===== config.mk =====
export PLATFORM = sky130hd
export DESIGN_NAME = ahb_sram_slv
export DESIGN_NICKNAME = d
export VERILOG_FILES = /design/src/rtl/ahb_sram_pkg.sv /design/src/rtl/ahb_sram_be_gen.sv /design/src/rtl/ahb_sram_slv.sv
export SDC_FILE = /design/constraint.sdc
export NUM_CORES = 1
export LEC_CHECK = 0
export ABC_AREA = 0
export ABC_CLOCK_PERIOD_IN_PS = 2900
export CAP_MARGIN = 40
export CORE_ASPECT_RATIO = 1.1
export CORE_UTILIZATION = 33
export CTS_BUF_LIST = sky130_fd_sc_hd__clkbuf_4 sky130_fd_sc_hd__clkbuf_8
export DETAILED_ROUTE_END_ITERATION = 8
export GPL_TIMING_DRIVEN = 0
export PLACE_DENSITY = 0.91
export SETUP_SLACK_MARGIN = 0.02
export SYNTH_ARGS = -nofsm -noshare
export SYNTH_HDL_FRONTEND = slang
export SYNTH_SLANG_ARGS = --single-unit

===== constraint.sdc =====
create_clock -name hclk -period 2.9 [get_ports hclk]
set_input_delay 0.58 -clock hclk [delete_from_list [all_inputs] [get_ports hclk]]
set_output_delay 0.58 -clock hclk [all_outputs]
set_load 0.02 [all_outputs]

===== src/rtl/ahb_sram_pkg.sv =====
// Shared AHB-Lite encodings, FSM state type and byte-enable type for the AHB SRAM slave.
// The ERR1/ERR2 states are only reachable when AHB_SRAM_ERR_RESP_EN is defined.
package ahb_sram_pkg;

    localparam logic [1:0] HTRANS_IDLE   = 2'b00;
    localparam logic [1:0] HTRANS_BUSY   = 2'b01;
    localparam logic [1:0] HTRANS_NONSEQ = 2'b10;
    localparam logic [1:0] HTRANS_SEQ    = 2'b11;

    localparam logic [1:0] HRESP_OKAY  = 2'b00;
    localparam logic [1:0] HRESP_ERROR = 2'b01;

    localparam logic [2:0] HSIZE_BYTE = 3'd0;
    localparam logic [2:0] HSIZE_HALF = 3'd1;
    localparam logic [2:0] HSIZE_WORD = 3'd2;

    typedef enum logic [2:0] {
        ST_IDLE  = 3'd0,
        ST_RD    = 3'd1,
        ST_WR    = 3'd2,
        ST_STALL = 3'd3,
        ST_ERR1  = 3'd4,
        ST_ERR2  = 3'd5
    } state_e;

    typedef logic [3:0] be_t;

endpackage


===== src/rtl/ahb_sram_be_gen.sv =====
// Little-endian byte-enable decode from AHB transfer size and the low two address bits.
// Sizes above word fall back to a full-word enable.
module ahb_sram_be_gen
    import ahb_sram_pkg::*;
(
    input  logic [2:0] hsize_i,
    input  logic [1:0] addr_i,
    output be_t        be_o
);

    always_comb begin
        be_o = 4'b1111;
        case (hsize_i)
            HSIZE_BYTE: be_o = 4'b0001 << addr_i;
            HSIZE_HALF: be_o = addr_i[1] ? 4'b1100 : 4'b0011;
            default:    be_o = 4'b1111;
        endcase
    end

endmodule


===== src/rtl/ahb_sram_slv.sv =====
// AHB-Lite slave driving a single-port synchronous SRAM (1-cycle read latency), zero wait states
// except one stall on a read right behind a write. Define AHB_SRAM_ERR_RESP_EN for ERROR responses.
module ahb_sram_slv
    import ahb_sram_pkg::*;
#(
    parameter int ADDR_WIDTH = 14
) (
    input  logic                  hclk,
    input  logic                  hreset,
    input  logic                  hsel,
    input  logic                  hready,
    input  logic                  hwrite,
    input  logic [1:0]            htrans,
    input  logic [2:0]            hsize,
    input  logic [2:0]            hburst,
    input  logic [31:0]           haddr,
    input  logic [31:0]           hwdata,
    output logic                  hready_resp,
    output logic [1:0]            hresp,
    output logic [31:0]           hrdata,
    output logic                  sram_cs,
    output logic                  sram_we,
    output logic [3:0]            sram_be,
    output logic [ADDR_WIDTH-1:0] sram_addr,
    output logic [31:0]           sram_wdata,
    input  logic [31:0]           sram_rdata,
    output logic [2:0]            state_o
);

    state_e                state_q, state_d;
    logic [ADDR_WIDTH-1:0] waddr_q, waddr_d;
    logic [ADDR_WIDTH-1:0] raddr_q, raddr_d;
    be_t                   wbe_q, wbe_d;
    be_t                   be_new;
    logic [ADDR_WIDTH-1:0] haddr_word;
    logic                  req, accept, bad_beat;
    logic                  unused_sig;

    // req ignores hready so the WR-state conflict check never loops through hready_resp
    assign req        = hsel && ((htrans == HTRANS_NONSEQ) || (htrans == HTRANS_SEQ));
    assign accept     = req && hready;
    assign haddr_word = haddr[ADDR_WIDTH+1:2];

`ifdef AHB_SRAM_ERR_RESP_EN
    assign bad_beat = (haddr[31:ADDR_WIDTH+2] != '0) || (hsize > HSIZE_WORD);
`else
    assign bad_beat = 1'b0;
`endif

    assign unused_sig = ^{hburst, haddr[31:ADDR_WIDTH+2]};
    assign state_o    = state_q;

    ahb_sram_be_gen u_be_gen (
        .hsize_i (hsize),
        .addr_i  (haddr[1:0]),
        .be_o    (be_new)
    );

    always_comb begin
        state_d     = state_q;
        waddr_d     = waddr_q;
        wbe_d       = wbe_q;
        raddr_d     = raddr_q;
        hready_resp = 1'b1;
        hresp       = HRESP_OKAY;
        hrdata      = (state_q == ST_RD) ? sram_rdata : '0;
        sram_cs     = 1'b0;
        sram_we     = 1'b0;
        sram_be     = '0;
        sram_addr   = '0;
        sram_wdata  = '0;

        case (state_q)
            ST_WR: begin
                sram_cs    = 1'b1;
                sram_we    = 1'b1;
                sram_be    = wbe_q;
                sram_addr  = waddr_q;
                sram_wdata = hwdata;
                if (req && bad_beat) begin
                    state_d = ST_ERR1;
                end else if (req && !hwrite) begin
                    // SRAM port busy with the write: hold the read one cycle
                    hready_resp = 1'b0;
                    raddr_d     = haddr_word;
                    state_d     = ST_STALL;
                end else if (req) begin
                    waddr_d = haddr_word;
                    wbe_d   = be_new;
                    state_d = ST_WR;
                end else begin
                    state_d = ST_IDLE;
                end
            end
            ST_STALL: begin
                sram_cs   = 1'b1;
                sram_be   = 4'b1111;
                sram_addr = raddr_q;
                state_d   = ST_RD;
            end
            ST_ERR1: begin
                hresp       = HRESP_ERROR;
                hready_resp = 1'b0;
                state_d     = ST_ERR2;
            end
            default: begin
                if (state_q == ST_ERR2) hresp = HRESP_ERROR;
                if (accept && bad_beat) begin
                    state_d = ST_ERR1;
                end else if (accept && hwrite) begin
                    waddr_d = haddr_word;
                    wbe_d   = be_new;
                    state_d = ST_WR;
                end else if (accept) begin
                    sram_cs   = 1'b1;
                    sram_be   = 4'b1111;
                    sram_addr = haddr_word;
                    state_d   = ST_RD;
                end else begin
                    state_d = ST_IDLE;
                end
            end
        endcase

        if (hreset) begin
            sram_cs = 1'b0;
            sram_we = 1'b0;
        end
    end

    always_ff @(posedge hclk or posedge hreset) begin
        if (hreset) begin
            state_q <= ST_IDLE;
            waddr_q <= '0;
            raddr_q <= '0;
            wbe_q   <= '0;
        end else begin
            state_q <= state_d;
            waddr_q <= waddr_d;
            raddr_q <= raddr_d;
            wbe_q   <= wbe_d;
        end
    end

endmodule


==> summary.txt <==
Finish
  • Commonest non-fill, non-tap cell in the layout: clkdlybuf4s50_1
  • Most frequent cells in the layout: clkdlybuf4s50_1, and2_1, dfrtp_1
  • Nets: 546
  • Final instance area: 0.00449 sq mm
  • FILL cells: 534
  • Area growth syn-to-layout: 86.6%
  • Ant. Diodes: 0
  • Layout cells sized above 1: 19.4%

Clock network
  • Number of buffers created by CTS: 5
  • CTS H-tree depth: 2
  • Clock network latency to the later pin of the worst-skew pair: 0.29 ns
  • CTS Buffer Depth: 2
  • Clock root cell: clkbuf_8
  • Clk slew on worst S/H paths: 0.07 ns
  • CTS tree: done
  • CTS Hold Bufs: 0
  • Clock sinks: 35

Critical path
  • CP max stage delay: 0.52 ns
  • CP Launch Type: input pin
  • Crit-path cells: clkdlybuf4s50_1 -> and4b_2 -> clkbuf_4 -> nand3_1 -> a21oi_1 -> clkdlybuf4s15_2
  • Crit path capture: sram_addr[6]
  • Crit path from: hsel
  • Crit path DAT: 2.20 ns
  • Crit-path max FO: 10
  • CP Data Required Time: 2.32 ns
  • Kind of critical path: input pin to output port
  • Reg2Reg Depth: 5
  • RR Startpoint: state_o[1]
  • Reg2reg setup slack: 0.67 ns
  • R2R Path End: waddr_q[13]
  • CP max stage cell: clkdlybuf4s50_1
  • CP endpoint kind: output port

Synthesis
  • Ys Warns: 0
  • Post-Syn Instances: 250
  • Register area share after synthesis: 36.4%
  • Synth Area per Inst: 9.63 sq um
  • Area share of fa/ha/maj cells after synthesis: 0%
  • Synth Area in Compound Gates: 6.39%
  • Post-Synth XOR/XNOR Area: 0%
  • Post-synthesis mux area share: 23.1%
  • Largest family of logic cells by synthesized area: simple AND/OR/NAND/NOR gates
  • Distinct cells, synth: 31
  • Fraction of the mapped netlist area in simple logic gates: 29.0%
  • Syn Nets: 359
  • Yosys reg bits: 35
  • Mapped cell area: 0.00241 sq mm

STA
  • Tcrit/Tclk final: 95.9%
  • Final hold viol count: 0
  • RSZ-0062 raised after global routing: false
  • Max transition margin: 45.6%
  • Final setup vio count: 0
  • Worst-Margin Slew: 0.816 ns
  • Highest clock rate: 360 MHz
  • Final min period: 2.78 ns
  • Clock skew: 0.00360 ns
  • Fin. max-slew vios: 0

Power and ir drop
  • PwrDens: 324 mW/mm^2
  • Power Total: 0.00146 W
  • Worst IR Drop VDD: 0.000383 V
  • P_leak: 2.42 nW

Global routing
  • Total gr overflow: 0
  • First-pass GRT wire length: 13.0 mm
  • Pin count of the biggest net entering global routing: 22
  • GRT Total Usage: 21.5%
  • Initial antenna violation count: 0
  • Vias in the first global route: 2,532

Status
  • Status: complete, no violations

Placed design
  • Area after DPL: 0.00431 sq mm
  • Gpl congestion: 0.755
  • Buffers on Ports: 177
  • Detailed placer's ending HPWL: 6.54 mm

Routing
  • Starting DRT DRC Count: 76
  • Total Wirelength: 8.51 mm
  • TritonRoute pass-1 iters: 4
  • Drt via density: 4.84
  • # DRC: 0
  • Detail Route Antenna Nets: 0
  • Wire per inst: 16.3 um
  • Vias: 2,529

Floorplan
  • Cell Rows: 32
  • Die height: 91.6 um
  • CORE AREA: 0.00705 sq mm
  • IO Pins: 199
  • DIE AREA: 0.00764 sq mm
  • Chip width: 83.4 um
  • Starting Density: 34.2%

Worst hold path
  • Hold WC Path Type: flip-flop to flip-flop

Job
  • Total of max-cap violations: 0
-- flip-flops by register name, summed over array words and instances, names as in the netlist --
| signal | flops |
|---|---|
| raddr_q | 14 |
| state_o | 3 |
| wbe_q | 4 |
| waddr_q | 14 |
-- worst min path at each step --
stage | depth (start not counted) | slack [ns] | start | end
after detailed placement | 1 | 0.47 | raddr_q[5] | raddr_q[5]
after global placement | 1 | 0.46 | raddr_q[4] | raddr_q[4]
after floorplan | 1 | 0.45 | raddr_q[0] | raddr_q[0]
final | 1 | 0.49 | raddr_q[5] | raddr_q[5]
after CTS | 1 | 0.49 | raddr_q[5] | raddr_q[5]
after global routing | 1 | 0.51 | raddr_q[3] | raddr_q[3]
-- stage by stage --
stage / cells / utilization [%] / setup WS (ns) / setup TNS (ns) / hold WS (ns)
floorplan: 250 / - / 0.491 / 0 / 0.452
global placement: 512 / 60.8 / -0.711 / -10.07 / 0.462
detailed placement: 513 / 61.2 / -0.716 / -10.37 / 0.470
CTS: 523 / 63.0 / 0.00241 / 0 / 0.487
global route: 523 / 63.8 / 0.0514 / 0 / 0.513
finish: 523 / 63.8 / 0.119 / 0 / 0.486
-- cell usage after synthesis, drive strengths merged --
cell     instances  share of area (%)
and4b            1               0.42
nor2b            4                1.0
or3b             1               0.36
clkbuf          13                2.0
nor3             6                1.7
a21oi           17                3.5
a2111oi          1                1.1
or2b             1               0.31
dfrtp           35                 36
and2            65                 17
nand2           15                2.3
nor4             1               0.26
o21ai            6                1.2
nor2             9                1.4
nand2b           1               0.26
buf              7                2.7
and3b            1               0.36
mux2            46                 23
nand4b           1               0.36
conb             1               0.16
a2111o           1               0.47
inv              2               0.31
nor3b            1               0.31
nand3           14                2.9
-- report_power, final --
group / switching, W / internal (W)
clock network: 0.000181 / 0.000177
registers: 0.0000497 / 0.000580
logic: 0.000173 / 0.000296
total: 0.000404 / 0.00105
-- repair_timing --
item | in CTS | in global routing
resized for setup | 42 | 52
pin swaps | 1 | 0
endpoints found under the setup margin | 80 | 64
setup buffers | 3 | 0
-- worst max-delay path, delay by kind of cell --
kind | cells | cell delay (ns)
AOI/OAI and AO/OA | 1 | 0.16
buffers and inverters | 3 | 1.05
and+or+nand+nor | 2 | 0.41
-- area by class of cell --
cell class                      instances  area [sq um]  area share, %
Buffer                                 19           126           2.81
Clock buffer                            6          76.3           1.70
Clock inverter                          2          12.5          0.278
Inverter                                2          7.51          0.167
Multi-Input combinational cell        193          1440           32.0
Sequential cell                        35           876           19.5
Tap cell                               85           106           2.37
Timing Repair Buffer                  181          1850           41.2
-- per-layer routing --
| layer | up-vias | GRT usage, % | wire length (um) |
|---|---|---|---|
| li1 | 1213 | - | - |
| met4 | 0 | 5.93 | 125 |
| met2 | 115 | 41.2 | 4500 |
| met1 | 1186 | 23.7 | 3280 |
| met5 | - | 0 | 0 |
| met3 | 15 | 4.55 | 595 |
-- cells by family (layout without fill, tap and decap cells) --
kind of cell           Yosys count  in the layout
buffers and inverters           22            210
AOI/OAI and AO/OA               25             25
DFF                             35             35
and+or+nand+nor                121            121
muxes                           46             46
other                            1              1
Power figures use the tool's default switching activity.
